[src/rtl/proc_pkg.sv]
// Shared processor-side definitions: dump FSM states, core MEMID bases and
// the default dump window used by result_dumper.
package proc_pkg;

   // Dump sequencer states
   typedef enum logic [2:0] {
      IDLE = 3'd0,
      READ = 3'd1,
      WAIT = 3'd2,
      SEND = 3'd3,
      NEXT = 3'd4,
      TAIL = 3'd5,
      FIN  = 3'd6
   } dump_state_t;

   // Per-core MEMID base addresses in data memory
   localparam int unsigned MEMID_CORE0 = 1023;
   localparam int unsigned MEMID_CORE1 = 1535;
   localparam int unsigned MEMID_CORE2 = 1791;
   localparam int unsigned MEMID_CORE3 = 1279;
   localparam int unsigned MEMID_CORE4 = 1407;
   localparam int unsigned MEMID_CORE5 = 1919;
   localparam int unsigned MEMID_CORE6 = 1663;
   localparam int unsigned MEMID_CORE7 = 1151;

   // Default dump window: starts at core 0's results
   localparam int unsigned DEFAULT_BASE_ADDR  = MEMID_CORE0;
   localparam int unsigned DEFAULT_WORD_COUNT = 1024;

   // True while the sequencer owns the memory port or the byte stream
   function automatic logic state_is_busy(input dump_state_t s);
      return (s == READ) || (s == WAIT) || (s == SEND) || (s == NEXT) || (s == TAIL);
   endfunction

endpackage

[src/rtl/dump_serializer.sv]
// Word-to-byte serializer: loads a WIDTH-bit word (or a single byte held in
// the top lane) and presents it MSB-first under a valid/ready handshake.
// last_accept_c pulses in the cycle the final byte of the load is accepted.
module dump_serializer #(
   parameter int unsigned WIDTH = 16
) (
   input  logic             clk,
   input  logic             rst,
   input  logic             load,
   input  logic             load_single,
   input  logic [WIDTH-1:0] load_data,
   input  logic             tx_ready,
   output logic [7:0]       tx_data,
   output logic             tx_valid,
   output logic             last_accept_c
);

   localparam int unsigned NBYTES = WIDTH / 8;
   localparam int unsigned CNT_W  = (NBYTES > 1) ? $clog2(NBYTES) : 1;

   logic [WIDTH-1:0] shreg;
   logic [CNT_W-1:0] remain;
   logic             accept_c;

   assign accept_c      = tx_valid & tx_ready;
   assign last_accept_c = accept_c & (remain == '0);

   // Load, then shift one byte out per accepted handshake; hold while stalled
   always_ff @(posedge clk) begin
      if (rst) begin
         tx_valid <= 1'b0;
         tx_data  <= 8'h00;
         shreg    <= '0;
         remain   <= '0;
      end else if (load) begin
         tx_valid <= 1'b1;
         tx_data  <= load_data[WIDTH-1 -: 8];
         shreg    <= load_data << 8;
         remain   <= load_single ? '0 : CNT_W'(NBYTES - 1);
      end else if (accept_c) begin
         if (remain == '0) begin
            tx_valid <= 1'b0;
         end else begin
            tx_data <= shreg[WIDTH-1 -: 8];
            shreg   <= shreg << 8;
            remain  <= remain - CNT_W'(1);
         end
      end
   end

endmodule

[src/rtl/result_dumper.sv]
// Result dumper: on a rising edge of the processor's all-finished flag,
// reads WORD_COUNT words from data memory starting at BASE_ADDR and streams
// them out MSB-first as bytes.
// Optional feature macro RESULT_DUMPER_CHECKSUM_EN appends an XOR checksum
// byte of all data bytes after the last word.
module result_dumper
   import proc_pkg::*;
#(
   parameter int unsigned      WIDTH      = 16,
   parameter logic [WIDTH-1:0] BASE_ADDR  = WIDTH'(DEFAULT_BASE_ADDR),
   parameter int unsigned      WORD_COUNT = DEFAULT_WORD_COUNT
) (
   input  logic             clk,
   input  logic             rst,
   input  logic             proc_state,
   output logic [WIDTH-1:0] mem_addr,
   output logic             mem_rEn,
   input  logic [WIDTH-1:0] mem_data,
   output logic [7:0]       tx_data,
   output logic             tx_valid,
   input  logic             tx_ready,
   output logic             busy,
   output logic             done
);

   dump_state_t      state, state_nxt;
   logic [WIDTH-1:0] addr, addr_nxt;
   logic [31:0]      cnt, cnt_nxt;
   logic             ps_q;
   logic             armed;
   logic             start_c;
   logic             ser_load_c;
   logic             ser_single_c;
   logic [WIDTH-1:0] ser_word_c;
   logic             last_accept_c;

`ifdef RESULT_DUMPER_CHECKSUM_EN
   logic [7:0]       csum;
   logic [WIDTH-1:0] tail_word_c;
`endif

   // A start needs a fresh 0->1 edge seen after reset; a level held high
   // through reset release never looks like an edge because armed lags a cycle.
   assign start_c = proc_state & ~ps_q & armed & ((state == IDLE) || (state == FIN));

   // State register
   always_ff @(posedge clk) begin
      if (rst) begin
         state <= IDLE;
      end else begin
         state <= state_nxt;
      end
   end

   // Next-state, address/count update and serializer load control
   always_comb begin
      state_nxt    = state;
      addr_nxt     = addr;
      cnt_nxt      = cnt;
      ser_load_c   = 1'b0;
      ser_single_c = 1'b0;
      ser_word_c   = mem_data;
      case (state)
         IDLE, FIN: begin
            if (start_c) begin
               addr_nxt  = BASE_ADDR;
               cnt_nxt   = 32'd0;
               state_nxt = (WORD_COUNT == 0) ? TAIL : READ;
            end
         end
         READ: state_nxt = WAIT;
         WAIT: begin
            ser_load_c = 1'b1;
            state_nxt  = SEND;
         end
         SEND: begin
            if (last_accept_c) state_nxt = NEXT;
         end
         NEXT: begin
            addr_nxt  = addr + WIDTH'(1);
            cnt_nxt   = cnt + 32'd1;
            state_nxt = (cnt_nxt < WORD_COUNT) ? READ : TAIL;
         end
`ifdef RESULT_DUMPER_CHECKSUM_EN
         TAIL: begin
            if (last_accept_c) state_nxt = FIN;
         end
`else
         TAIL: state_nxt = FIN;
`endif
         default: state_nxt = IDLE;
      endcase
`ifdef RESULT_DUMPER_CHECKSUM_EN
      // Checksum byte is loaded on entry to TAIL; an empty dump sends zero
      tail_word_c = '0;
      tail_word_c[WIDTH-1 -: 8] = (state == NEXT) ? csum : 8'h00;
      if ((state_nxt == TAIL) && (state != TAIL)) begin
         ser_load_c   = 1'b1;
         ser_single_c = 1'b1;
         ser_word_c   = tail_word_c;
      end
`endif
   end

   // Datapath registers and registered status / memory-port outputs
   always_ff @(posedge clk) begin
      if (rst) begin
         addr     <= '0;
         cnt      <= 32'd0;
         ps_q     <= 1'b0;
         armed    <= 1'b0;
         mem_addr <= '0;
         mem_rEn  <= 1'b0;
         busy     <= 1'b0;
         done     <= 1'b0;
      end else begin
         addr    <= addr_nxt;
         cnt     <= cnt_nxt;
         ps_q    <= proc_state;
         armed   <= 1'b1;
         mem_rEn <= (state_nxt == READ);
         if (state_nxt == READ) mem_addr <= addr_nxt;
         busy    <= state_is_busy(state_nxt);
         done    <= (state_nxt == FIN);
      end
   end

`ifdef RESULT_DUMPER_CHECKSUM_EN
   // Running XOR of data bytes accepted during SEND, cleared on each start
   always_ff @(posedge clk) begin
      if (rst) begin
         csum <= 8'h00;
      end else if (start_c) begin
         csum <= 8'h00;
      end else if ((state == SEND) && tx_valid && tx_ready) begin
         csum <= csum ^ tx_data;
      end
   end
`endif

   dump_serializer #(
      .WIDTH (WIDTH)
   ) u_serializer (
      .clk           (clk),
      .rst           (rst),
      .load          (ser_load_c),
      .load_single   (ser_single_c),
      .load_data     (ser_word_c),
      .tx_ready      (tx_ready),
      .tx_data       (tx_data),
      .tx_valid      (tx_valid),
      .last_accept_c (last_accept_c)
   );

endmodule

[config.mk]
export PLATFORM = sky130hd
export DESIGN_NAME = result_dumper
export DESIGN_NICKNAME = d
export VERILOG_FILES = /design/src/rtl/proc_pkg.sv /design/src/rtl/dump_serializer.sv /design/src/rtl/result_dumper.sv
export SDC_FILE = /design/constraint.sdc
export NUM_CORES = 1
export LEC_CHECK = 0
export ABC_CLOCK_PERIOD_IN_PS = 3400
export BUFFER_PORTS_ARGS = -buffer_cell sky130_fd_sc_hd__buf_2
export CAP_MARGIN = 5
export CORE_MARGIN = 2
export CORE_UTILIZATION = 59
export DETAILED_ROUTE_END_ITERATION = 10
export PLACE_DENSITY = 0.9
export SLEW_MARGIN = 40
export SYNTH_ARGS = -nofsm -noshare
export SYNTH_HDL_FRONTEND = slang
export SYNTH_SLANG_ARGS = --single-unit
[constraint.sdc]
create_clock -name clk -period 3.4 [get_ports clk]
set_input_delay 0.68 -clock clk [delete_from_list [all_inputs] [get_ports clk]]
set_output_delay 0.68 -clock clk [all_outputs]
set_load 0.03 [all_outputs]
== After elaboration in Yosys (flattened, before gate mapping) ==
Index checks and enable logic that the tools add are counted.

* Add/subtract/negate cells: 3
* $lt $le $gt $ge: 1
* Eq/ne operators: 14
* Muxes and demuxes: 22
* Bitwise operators: 7
* Reductions and logical operators: 13

{| class="wikitable"
|+ Operators with widths
! cell !! number
|-
| $mux W16 || 4
|-
| $pmux W32 S2 || 1
|-
| $add A32 B1 Y32 const B || 1
|-
| $lt A32 B11 Y1 const B || 1
|-
| $mux W32 || 1
|-
| $pmux W16 S2 || 1
|-
| $mux W8 || 3
|-
| $eq A3 B3 Y1 const B || 6
|-
| $pmux W3 S6 || 1
|-
| $add A16 B1 Y16 const B || 1
|-
| $eq A3 B2 Y1 const B || 4
|-
| $mux W3 || 3
|-
| $mux W1 || 8
|-
| $eq A3 B1 Y1 const B || 2
|-
| $reduce_and A2 Y1 || 3
|-
| $reduce_bool A2 Y1 || 3
|-
| $and A1 B1 Y1 || 5
|-
| $logic_or A1 B1 Y1 || 5
|-
| $ne A2 B2 Y1 const B || 2
|-
| $logic_not A3 Y1 || 1
|-
| $not A1 Y1 || 2
|-
| $reduce_or A2 Y1 || 1
|-
| $sub A1 B1 Y1 const B || 1
|}

* Register bits: 90
* Output and inout port bits: 28

== Depth between registers and ports, before layout ==
Gate-level depths: netlist (run 1).

* Depth after elaboration: 11
* Gate-level depth with buffers: 12
* Mapped depth without buffers: 9

== Modules after synthesis ==
From an unflattened synthesis (run 1), not the netlist that was laid out.

* Cells, all modules: 566
* Area, all modules: 4543.1 µm²

{| class="wikitable"
|+ By module, submodules not included
! module !! instances !! cells each !! area an instance (µm²) !! seq. area each (µm²)
|-
| result_dumper || 1 || 475 || 3817.4 || 1441.4
|-
| dump_serializer || 1 || 91 || 725.7 || 360.3
|}

== Worst setup path before layout (run 1) ==
No wires, ideal clock.

* Kind: reg2reg
* Start: register cnt[5]
* End: register mem_addr[10]
* Setup time: 0.121 ns
* Arrival: 2.850 ns
* Path slack: 0.429 ns
* Cell stages (with the launch flop): 11
* Clock period less this slack: 2.971 ns
* Cell sequence: dfxtp_1 nand3_2 or4_1 buf_2 buf_6 nor4_1 xor2_1 nor3_1 a21oi_4 buf_6 mux2_4

* Cells in the longest elaborated chain, start to end: 5

{| class="wikitable"
|+ Ends and longest elaborated chain
! element !! RTL line !! RTL
|-
| start: declaration || result_dumper.sv:28 || <nowiki>logic [31:0] cnt, cnt_nxt;</nowiki>
|-
| start signal: assignment || result_dumper.sv:118 || <nowiki>cnt <= cnt_nxt;</nowiki>
|-
| $add A32 B1 Y32 || result_dumper.sv:81 || <nowiki>cnt_nxt = cnt + 32'd1;</nowiki>
|-
| $lt A32 B11 Y1 || result_dumper.sv:82 || <nowiki>state_nxt = (cnt_nxt < WORD_COUNT) ? READ : TAIL;</nowiki>
|-
| $mux W3 || result_dumper.sv:82 ||
|-
| $pmux W3 S6 || result_dumper.sv:63 || <nowiki>case (state)</nowiki>
|-
| $eq A3 B1 Y1 || result_dumper.sv:122 || <nowiki>if (state_nxt == READ) mem_addr <= addr_nxt;</nowiki>
|-
| end signal: assignment || result_dumper.sv:122 ||
|-
| end: declaration || result_dumper.sv:16 || <nowiki>output logic [WIDTH-1:0] mem_addr,</nowiki>
|}

Every way passes these cells.
A chain may end at the register's enable or synchronous reset.

== Worst setup path in the final report (run 1) ==
* Start: register cnt[5]
* End: register mem_addr[4]

The elaborated chain is that of the path after synthesis.

==> results by group, run 1 <==
Status
  – Status: finished clean

Logic synthesis
  – #FFs+latches synth: 90
  – Synthesized area: approximately 4500 µm²
  – Share of the yosys chip area belonging to registers: 0.3975
  – Synth cell types: 53
  – Yosys warnings: 0
  – Post-synth EDFFs: 0
  – Mapped Avg Cell Area: between 8 and 9 µm²
  – Gate Count Post-Synth: 551
  – Ys async rst share: 0
  – Most used DFF post-synth: dfxtp_1
  – Mapped Nets: 573

Global routing
  – Largest net degree at the start of global routing: 42
  – GR Overflow Total: 0
  – Gr usage total: 0.2583
  – Number of antenna violations at the first check in global routing: 0
  – Vias in the first global route: 3954
  – First-pass GRT wire length: roughly 18 mm

Clock tree
  – CTS H-tree depth: 3
  – CTS tree: yes
  – Clk pin slew, worst setup/hold paths: 0.10 ns
  – CTS sink cnt: 90
  – Maximum clock path buffer count: 2
  – Hold-fix buffers, CTS: 0
  – Root buf cell: clkbuf_8
  – Clock latency on the worst-skew pair: around 0.37 ns
  – Num CTS Buffers: 9

Worst setup path
  – Startpoint Class: flop
  – Worst path required time: around 3.7 ns
  – Setup CP Type: flop to flop
  – CP Capture Type: flop
  – Worst path top cell family by delay: simple AND/OR/NAND/NOR gates
  – CP Cell Sequence: nand3_2 -> or4_1 -> nor4_1 -> xor2_1 -> nor3_1 -> a21oi_4 -> buf_12 -> a311o_1
  – Slowest-stage cell, CP: or4_1
  – CP Max Fanout: 15
  – WP data arrival: between 3 and 4 ns
  – CP max stage delay: about 0.74 ns
  – Buf+Inv Stages, Crit Path: 1

Drt
  – DRT Wirelength: 10.89 mm
  – Vias/cell: 6.294
  – Initial DRC count: ~340
  – DRC viols: 0
  – Avg WL per Cell: around 16 µm
  – First drt pass iteration count: 6
  – Remaining antenna violation count: 0
  – Via count: between 4000 and 5000

Power and ir drop
  – Leak Pwr: 0.001879 µW
  – P per Cell Area: around 430 nW/µm²
  – Worst VDD drop: 278.5 µV

Cells and area
  – Share of cells above drive strength 1: 0.1675
  – Finished Layout Cells: approximately 680
  – N_diodes: 0
  – Final net count: 596
  – Synthesis-to-finish area growth: 11.04%

Die
  – Die Area: 8401 µm²
  – Starting Density: 0.6184
  – Top Ports: 48
  – Core Area: around 7300 µm²
  – Die Wd: ~90 µm
  – Die H: 91.66 µm
  – Row cnt: 31

Placed design
  – PortBufs: 47
  – GP Congestion: about 1.0
  – Dpl cells: approximately 660
  – DP HPWL: between 7 and 8 mm

STA
  – Max Freq: between 300 and 400 MHz
  – Fin crit share: 0.9470
  – Setup TNS: 0 ns
  – Clock Skew: 0.01866 ns
  – Slew Viols, Final: 0
  – Worst-Margin Slew: a little under 0.8 ns
  – Hold WS: slightly above 0.5 ns
  – Final Hold Viols: 0
  – Max-slew headroom: 0.4708
  – Post-layout min period: 3.220 ns
  – Final setup fails: 0

Job
  – Max cap viols: 0

Min path
  – Worst Hold Class: flop to flop
-- layout make-up --
| class | instances | area [µm²] |
|---|---|---|
| clock inverter | 7 | 105.1 |
| sequential | 90 | 1802 |
| clock buffer | 9 | 123.9 |
| fill | 568 | 2297 |
| inverter | 5 | 18.77 |
| tap | 99 | 123.9 |
| timing repair buffer | 57 | 322.8 |
| multi-input combinational | 411 | 2537 |
-- power by group --
part	leakage [µW]	internal [µW]	switching (µW)
clock network	0.000113	427	411
registers	0.000730	1090	27.4
logic	0.00104	72.2	125
-- cell usage after synthesis, drive strengths merged (2+ instances only) --
master / instances / share of area
clkbuf: 36 / 0.030
a21oi: 37 / 0.043
a22oi: 10 / 0.017
and2: 5 / 0.0069
and4: 7 / 0.014
xnor2: 7 / 0.014
dfxtp: 90 / 0.40
inv: 5 / 0.0041
nand4: 10 / 0.014
nor3b: 3 / 0.0050
a211oi: 20 / 0.033
a31oi: 13 / 0.018
ha: 2 / 0.0055
mux2: 14 / 0.042
a41oi: 3 / 0.0058
nor4: 12 / 0.023
or4: 3 / 0.0050
nor2: 71 / 0.059
nand2: 44 / 0.036
nand2b: 2 / 0.0028
nor2b: 14 / 0.019
xor2: 6 / 0.012
o31a: 2 / 0.0039
nor3: 22 / 0.024
o21ai: 25 / 0.028
and3: 12 / 0.017
nand3: 23 / 0.026
a311oi: 15 / 0.029
buf: 9 / 0.011
or3: 5 / 0.0069
mux2i: 10 / 0.022
-- final timing paths --
| check | slack (ns) | to | from | cells after the start |
|---|---|---|---|---|
| max | 0.18 | mem_addr[4] | cnt[5] | 8 |
| min | 0.51 | u_serializer.tx_data[5] | u_serializer.tx_data[5] | 2 |
| max reg2reg | 0.18 | mem_addr[4] | cnt[5] | 8 |
| min reg2reg | 0.51 | u_serializer.tx_data[5] | u_serializer.tx_data[5] | 2 |
-- metrics by stage --
stage               area, µm²  power, µW  setup WS, ns  utilization
floorplan                4533       1273        0.4287            -
global placement         4776       1321        0.2516       0.6515
detailed placement       4776       1331        0.1284       0.6515
CTS                      5005       2150        0.1083       0.6827
global route             5034       2223      -0.06058       0.6866
finish                   5034       2149        0.1803       0.6866
-- timing repair --
item	4_1_cts	5_1_grt
resized for setup	0	1
setup endpoints to repair	0	14
setup buffers	0	1
-- worst register-to-register path: cells and delay by family (launching register included) --
| kind | cells | cell delay [ns] |
|---|---|---|
| AO/OA/AOI/OAI | 2 | 0.45 |
| XOR/XNOR | 1 | 0.14 |
| buffers and inverters | 1 | 0.18 |
| flip-flops | 1 | 0.45 |
| AND/OR/NAND/NOR | 4 | 1.88 |
-- routing by layer --
layer | global-route usage | part of all wire | vias up
li1 | - | - | 2072
met1 | 0.3238 | 0.42 | 1990
met2 | 0.4534 | 0.50 | 184
met3 | 0.04519 | 0.062 | 21
met4 | 0.07576 | 0.014 | 0
met5 | 0 | 0 | -
-- kinds of logic after synthesis --
logic type	share of synthesized area
and+or+nand+nor	0.2658
AOI/OAI and AO/OA	0.1965
DFF	0.3975
buffers and inverters	0.04527
muxes	0.06431
xor gates and xnor gates	0.02512
adders and majority gates	0.005519
-- placed cells by master, fill, tap and decap left out, types with 10 or more instances in the layout --
cell      netlist  final
a311oi_1       15     15
a21oi_1        36     36
a22oi_1        10     10
dfxtp_1        90     90
nor2_1         71     70
a211oi_1       20     20
mux2i_1        10     10
and3_1         12     12
nor2b_1        14     14
nand3_1        22     22
o21ai_0        25     25
nand2_1        44     44
buf_2           2     47
a31oi_1        13     13
nand4_1        10     10
nor3_1         22     22
-- flip-flops by register name (all words and copies together), names as in the netlist --
signal                 count
cnt                       32
addr                      16
mem_addr                  16
u_serializer.shreg         8
u_serializer.tx_data       8
state                      3
armed                      1
busy                       1
done                       1
mem_rEn                    1
ps_q                       1
u_serializer.remain        1
u_serializer.tx_valid      1
No activity file was read; power rests on OpenSTA's default activity.
==> run 2: changes to the inputs <==
--- a/config.mk
+++ b/config.mk
@@ -12,6 +12,7 @@
 export CORE_UTILIZATION = 59
 export DETAILED_ROUTE_END_ITERATION = 10
 export PLACE_DENSITY = 0.9
+export SETUP_SLACK_MARGIN = 0.5
 export SLEW_MARGIN = 40
 export SYNTH_ARGS = -nofsm -noshare
 export SYNTH_HDL_FRONTEND = slang
==> run 2 against run 1 <==
Net effect: clock power shrank 14%; die area is the same; worst setup slack gained 0.39 ns; largest cell class unchanged; non-clock buffer count grew 8; hold slack lost 0.0093 ns; design area grew 2.1%; register-to-register slack gained 0.39 ns; critical path type unchanged; via count grew 2.7%.
==> results by group, run 2 (same netlist as run 1, synthesis figures left out) <==
Clock tree
  – Clk pin slew, worst setup/hold paths: 0.09 ns (about the same)
  – Num CTS Buffers: 9 (unchanged)
  – CTS tree: yes
  – Maximum clock path buffer count: 2 (unchanged)
  – CTS H-tree depth: 3 (unchanged)
  – CTS sink cnt: 90 (unchanged)
  – Clock latency on the worst-skew pair: 0.37 ns (about the same)
  – Root buf cell: clkbuf_8

Placed design
  – GP Congestion: 0.9346 (-8.4%)
  – PortBufs: 47 (unchanged)
  – Placed instance area: 4796 µm² (+0.42%)
  – Pre-CTS WS: 0.1291 ns (+0.0006730 ns)
  – DP HPWL: 7.141 mm (-3.5%)

Drt
  – Remaining antenna violation count: 0 (unchanged)
  – First drt pass iteration count: 5 (-1)
  – Vias/cell: 6.380 (+1.4%)
  – Via count: 4383 (+2.7%)
  – Avg WL per Cell: 16.14 µm (+0.50%)
  – DRT Wirelength: 11.09 mm (+1.8%)
  – Initial DRC count: 451 (+32%)
  – DRC viols: 0 (unchanged)

Die
  – Starting Density: 0.6184 (unchanged)
  – Die Area: 8401 µm² (unchanged)
  – Die Wd: 91.66 µm (unchanged)
  – Top Ports: 48 (unchanged)
  – Die H: 91.66 µm (unchanged)
  – Core Area: 7331 µm² (unchanged)
  – Row cnt: 31 (unchanged)

Worst setup path
  – WP data arrival: 3.09 ns (-0.39 ns)
  – CP Max Fanout: 8 (-7)
  – Setup CP Type: flop to flop
  – Slowest-stage cell, CP: or4_4
  – CP Depth: 9 (+1)
  – Worst path required time: 3.66 ns (about the same)
  – Startpoint Class: flop
  – CP Capture Type: flop
  – FF-to-FF Start: cnt[5]
  – R2r endpoint: mem_addr[6]
  – CP max stage delay: 0.65 ns (-0.09 ns)
  – CP Cell Sequence: nand3_2 -> or4_4 -> nor4_4 -> xor2_1 -> nor4_2 -> and4_4 -> a21oi_4 -> buf_12 -> mux2_4
  – R2R cell count: 9 (+1)
  – Worst path top cell family by delay: simple AND/OR/NAND/NOR gates
  – Crit. Startpoint: cnt[5]
  – End of the critical path: mem_addr[6]
  – Buf+Inv Stages, Crit Path: 1 (unchanged)
  – R2R Setup Slk: 0.57 ns (+0.39 ns)

STA
  – Slew Viols, Final: 0 (unchanged)
  – RSZ-0062 raised after global routing: no
  – Clock Skew: 0.01598 ns (-0.002681 ns)
  – Post-layout min period: 2.827 ns (-0.3927 ns)
  – Setup TNS: 0 ns (unchanged)
  – Max-slew headroom: 0.4763 (+0.005518)
  – Hold WS: 0.4972 ns (-0.009310 ns)
  – Fin crit share: 0.8315 (-0.1155)
  – Max Freq: 353.7 MHz (+14%)
  – Final Hold Viols: 0 (unchanged)
  – Worst-Margin Slew: 0.7826 ns (-0.01031 ns)
  – Final setup fails: 0 (unchanged)
  – Worst setup margin: 0.5730 ns (+0.3927 ns)

Cells and area
  – Top flop regs: cnt (32), addr (16), mem_addr (16)
  – Share of cells above drive strength 1: 0.2109 (+0.04335)
  – Reg with most FFs: cnt
  – Fill cell count: 530 (-6.7%)
  – Fin util: 0.7011 (+0.01451)
  – Final net count: 605 (+1.5%)
  – Most common cell after layout, fill and taps aside: dfxtp_1
  – Largest register FFs: 32 (unchanged)
  – N_diodes: 0 (unchanged)
  – Most frequent cells in the layout: 80 x dfxtp_1, 68 x nor2_1, 47 x buf_2
  – Synthesis-to-finish area growth: 13.39%
  – Design area: 5140 µm² (+2.1%)

Global routing
  – First-pass GRT wire length: 18.19 mm (+0.46%)
  – Vias in the first global route: 4116 (+4.1%)
  – Number of antenna violations at the first check in global routing: 0 (unchanged)
  – GR Overflow Total: 0 (unchanged)
  – Largest net degree at the start of global routing: 36 (-14%)
  – Gr usage total: 0.2625 (+0.004169)

Job
  – Max cap viols: 0 (unchanged)

Power and ir drop
  – Leak Pwr: 0.001926 µW (+2.5%)
  – P per Cell Area: 395.8 nW/µm² (-7.3%)
  – Worst VDD drop: 288.5 µV (+3.6%)

Min path
  – Worst Hold Class: flop to flop

Status
  – Status: finished clean
==> run 2: changes by cell type in the layout (fill, tap and decap cells not counted), moves of 2 or more <==
| cell | change |
|---|---|
| buf_4 | +8 |
| bufinv_16 | -2 |
| dfxtp_1 | -10 |
| dfxtp_2 | +8 |
| dfxtp_4 | +2 |
| nor2_1 | -2 |
| nor2_2 | +2 |
| nor3_1 | -2 |
| nor4_1 | -2 |
==> run 2: routing by layer <==
metal  wire length, µm  vias up  part of all wire  GRT usage
met1              4608     2043              0.42     0.3150
li1                  -     2097                 -          -
met3               871       37             0.079    0.06163
met5                 0        -                 0          0
met4               257        0             0.023     0.1263
met2              5349      206              0.48     0.4418
==> run 2: worst reg2reg max path, delay by kind of cell, from the launching register on <==
kind                   cells  cell delay [ns]
AND/OR/NAND/NOR            5             1.67
flip-flops                 1             0.39
multiplexers               1             0.29
buffers and inverters      1             0.16
XOR/XNOR                   1             0.15
AO/OA/AOI/OAI              1             0.08
==> run 2: layout make-up <==
type / instances / area [µm²] / share of cell area
clock buffer: 10 / 137.6 / 0.02678
clock inverter: 6 / 55.05 / 0.01071
inverter: 5 / 18.77 / 0.003651
multi-input combinational: 412 / 2603 / 0.5063
sequential: 90 / 1819 / 0.3539
tap: 99 / 123.9 / 0.02410
timing repair buffer: 65 / 382.9 / 0.07449
==> run 2: worst min-delay path by stage <==
stage / to / depth (start not counted) / from
5_1_grt: cnt[6] / 1 / cnt[6]
3_3_place_gp: addr[15] / 1 / addr[15]
2_1_floorplan: addr[15] / 1 / addr[15]
4_1_cts: addr[15] / 1 / addr[15]
3_5_place_dp: addr[15] / 1 / addr[15]
6_report: cnt[6] / 1 / cnt[6]
==> run 2: metrics by stage <==
stage,power (µW),std cells
2_1_floorplan,1273,551
3_3_place_gp,1321,663
6_report,2034,687
3_5_place_dp,1330,663
5_1_grt,2109,687
4_1_cts,2040,684
==> run 2: timing repair <==
action                     CTS  global route
hold buffers                 0             0
pin swaps                    4             8
gates resized for setup     10            15
buffers inserted             4             3
setup endpoints to repair   15            16
cloned                       1             0
==> run 2: where the power goes <==
part           internal (µW)  total [µW]  switching, µW  leakage, µW
clock                    301         723            422    0.0000934
sequential              1090        1110           26.9     0.000736
combinational           73.0         199            126      0.00110
==> run 3: changes to the inputs <==
--- a/config.mk
+++ b/config.mk
@@ -5,13 +5,13 @@
 export SDC_FILE = /design/constraint.sdc
 export NUM_CORES = 1
 export LEC_CHECK = 0
-export ABC_CLOCK_PERIOD_IN_PS = 3400
+export ABC_CLOCK_PERIOD_IN_PS = 2350
 export BUFFER_PORTS_ARGS = -buffer_cell sky130_fd_sc_hd__buf_2
 export CAP_MARGIN = 5
 export CORE_MARGIN = 2
-export CORE_UTILIZATION = 59
+export CORE_UTILIZATION = 53
 export DETAILED_ROUTE_END_ITERATION = 10
-export PLACE_DENSITY = 0.9
+export PLACE_DENSITY = 0.86
 export SETUP_SLACK_MARGIN = 0.5
 export SLEW_MARGIN = 40
 export SYNTH_ARGS = -nofsm -noshare
==> constraint.sdc (replaced) <==
create_clock -name clk -period 2.35 [get_ports clk]
set_input_delay 0.47 -clock clk [delete_from_list [all_inputs] [get_ports clk]]
set_output_delay 0.47 -clock clk [all_outputs]
set_load 0.03 [all_outputs]
==> run 3 against run 2 <==
Net effect: the run now ends with setup timing left; design area rose by 23%; power rose by 48%; core utilization rose by 6.1 points; first-iteration DRC count rose by 16%; critical endpoint is now mem_addr[4]; sequential cell count did not move; combinational power rose by 80%; largest cell class unchanged; hold slack got worse by 0.17 ns; non-clock buffer count rose by 99; routed wire length rose by 44%.
==> results by group, run 3 (same netlist as run 1, synthesis figures left out) <==
Status
  – Status: complete, but fails checks
  – Failing checks: setup timing

Clock tree
  – Clock latency on the worst-skew pair: 0.39 ns (+0.02 ns)
  – Maximum clock path buffer count: 2 (unchanged)
  – CTS H-tree depth: 3 (unchanged)
  – Num CTS Buffers: 9 (unchanged)
  – CTS tree: yes
  – Clk pin slew, worst setup/hold paths: 0.11 ns (+0.02 ns)
  – Root buf cell: clkbuf_8
  – CTS sink cnt: 90 (unchanged)

Worst setup path
  – CP Max Fanout: 6 (-2)
  – Worst path required time: 2.65 ns (-1.01 ns)
  – R2R Setup Slk: -0.45 ns (-1.02 ns)
  – CP Capture Type: flop
  – R2r endpoint: mem_addr[4]
  – FF-to-FF Start: cnt[4]
  – R2R cell count: 11 (+2)
  – WP data arrival: 3.10 ns (about the same)
  – Setup CP Type: flop to flop
  – Startpoint Class: flop

STA
  – Final Hold Viols: 0 (unchanged)
  – Setup TNS: -7.456 ns (-7.456 ns)
  – Clock Skew: 0.02203 ns (+0.006049 ns)
  – Max Freq: 356.9 MHz (+0.90%)
  – RSZ-0062 raised after global routing: yes
  – Max-slew headroom: 0.7026 (+0.2262)
  – Fin crit share: 1.192 (+0.3608)
  – Slew Viols, Final: 0 (unchanged)
  – Worst setup margin: -0.4518 ns (-1.025 ns)
  – Final setup fails: 18 (+18)
  – Worst-Margin Slew: 0.4424 ns (-0.3402 ns)
  – Post-layout min period: 2.802 ns (-0.02521 ns)

Placed design
  – DP HPWL: 8.733 mm (+22%)
  – Placed instance area: 5455 µm² (+14%)
  – Dpl cells: 747 (+13%)
  – PortBufs: 47 (unchanged)
  – GP Congestion: 0.8802 (-5.8%)

Min path
  – Hold Path Origin: mem_data[7]
  – Worst Hold Class: input pin to flop
  – WHS Endpoint: u_serializer.shreg[15]
  – WHS Path Cells: 3 (+2)

Cells and area
  – Most frequent cells in the layout: 99 x buf_4, 77 x dfxtp_1, 58 x nor2_1
  – Fill cell count: 518 (-2.3%)
  – Finished Layout Cells: 792 (+15%)
  – Multi-input logic area: 2920 µm² (+12%)
  – Synthesis-to-finish area growth: 38.92%
  – Design area: 6297 µm² (+23%)
  – Register Area: 1826 µm² (+0.34%)
  – Share of cells above drive strength 1: 0.4076 (+0.1967)
  – Largest register FFs: 32 (unchanged)
  – Fin util: 0.7626 (+0.06143)
  – Most common cell after layout, fill and taps aside: buf_4
  – Top flop regs: cnt (32), addr (16), mem_addr (16)
  – N_diodes: 0 (unchanged)
  – Final net count: 704 (+16%)
  – Reg with most FFs: cnt

Die
  – Starting Density: 0.5489 (-0.06943)
  – Core Area: 8258 µm² (+13%)
  – Die Wd: 96.48 µm (+5.3%)
  – Die Area: 9308 µm² (+11%)
  – Top Ports: 48 (unchanged)
  – Row cnt: 33 (+6.5%)
  – Die H: 96.48 µm (+5.3%)

Job
  – Max cap viols: 0 (unchanged)

Drt
  – DRT Wirelength: 16.00 mm (+44%)
  – Avg WL per Cell: 20.21 µm (+25%)
  – First drt pass iteration count: 8 (+3)
  – Via count: 5111 (+17%)
  – Initial DRC count: 525 (+16%)
  – Vias/cell: 6.453 (+1.2%)
  – Remaining antenna violation count: 0 (unchanged)
  – DRC viols: 0 (unchanged)

Global routing
  – Largest net degree at the start of global routing: 38 (+5.6%)
  – GR Overflow Total: 0 (unchanged)
  – Vias in the first global route: 4642 (+13%)
  – Gr usage total: 0.2902 (+0.02768)
  – Number of antenna violations at the first check in global routing: 0 (unchanged)
  – First-pass GRT wire length: 21.42 mm (+18%)

Power and ir drop
  – P per Cell Area: 479.0 nW/µm² (+21%)
  – Leak Pwr: 0.002513 µW (+31%)
  – Worst VDD drop: 434.5 µV (+51%)
[run 3: changes by cell type in the layout (fill, tap and decap cells not counted), moves of 6 or more]
cell      change
a21oi_1       -7
a21oi_2       +6
a311oi_1      -6
a311oi_2      +6
buf_4        +82
buf_6        +12
nor2_1       -10
nor2_2        +7
o21ai_0      -11
o21ai_1       +7
[run 3: how the worst max path moves through the flow]
stage | from | end | slack [ns] | cells past startpoint
final | cnt[4] | mem_addr[4] | -0.45 | 11
after global routing | cnt[4] | mem_addr[10] | -0.49 | 12
after CTS | cnt[1] | mem_addr[4] | -0.30 | 10
after detailed placement | cnt[9] | mem_addr[0] | -0.67 | 9
after global placement | cnt[9] | mem_addr[0] | -0.52 | 9
after floorplan | cnt[7] | mem_addr[10] | -0.26 | 11
[run 3: critical path: stages (launching register included)]
cell and delay [ns]:
dfxtp_2 0.35, nand3_2 0.09, or4_4 0.56, buf_8 0.16
buf_6 0.13, nor3_2 0.13, a21oi_1 0.10, nor4_1 0.30
and4_4 0.31, a21oi_4 0.10, clkbuf_16 0.19, a311o_1 0.29
[run 3: power by group]
| group | internal, µW | switching, µW | total (µW) | leakage, µW |
|---|---|---|---|---|
| clock | 401 | 646 | 1050 | 0.0000886 |
| sequential | 1570 | 40.3 | 1610 | 0.000737 |
| combinational | 140 | 218 | 358 | 0.00169 |
[run 3: metal layers]
layer / part of all wire / track usage / vias to the layer above
met1: 0.37 / 0.3449 / 2363
met2: 0.47 / 0.5023 / 352
met5: 0 / 0 / -
met3: 0.092 / 0.07448 / 117
li1: - / - / 2279
met4: 0.062 / 0.1103 / 0
[run 3: layout make-up]
cell class / count / area share
clock buffers: 9 / 0.01967
clock inverters: 7 / 0.009140
inverters: 5 / 0.002980
multi-input cells: 412 / 0.4637
flip-flops and latches: 90 / 0.2899
well taps: 105 / 0.02086
repair buffers: 164 / 0.1937
[run 3: repair_timing]
| item | 4_1_cts | 5_1_grt |
|---|---|---|
| setup endpoints to repair | 51 | 68 |
| buffers inserted | 15 | 11 |
| pin swaps | 15 | 33 |
| gates resized for setup | 35 | 72 |
| hold buffers | 0 | 0 |
| cloned | 1 | 2 |
[run 3: stage by stage]
stage               setup WS [ns]  total power (µW)  hold WS (ns)
global route              -0.4949              3091        0.3390
detailed placement        -0.6713              1937        0.4918
finish                    -0.4518              3016        0.3289
floorplan                 -0.2580              1854        0.4440
CTS                       -0.3033              2946        0.3310
global placement          -0.5222              1922        0.4677
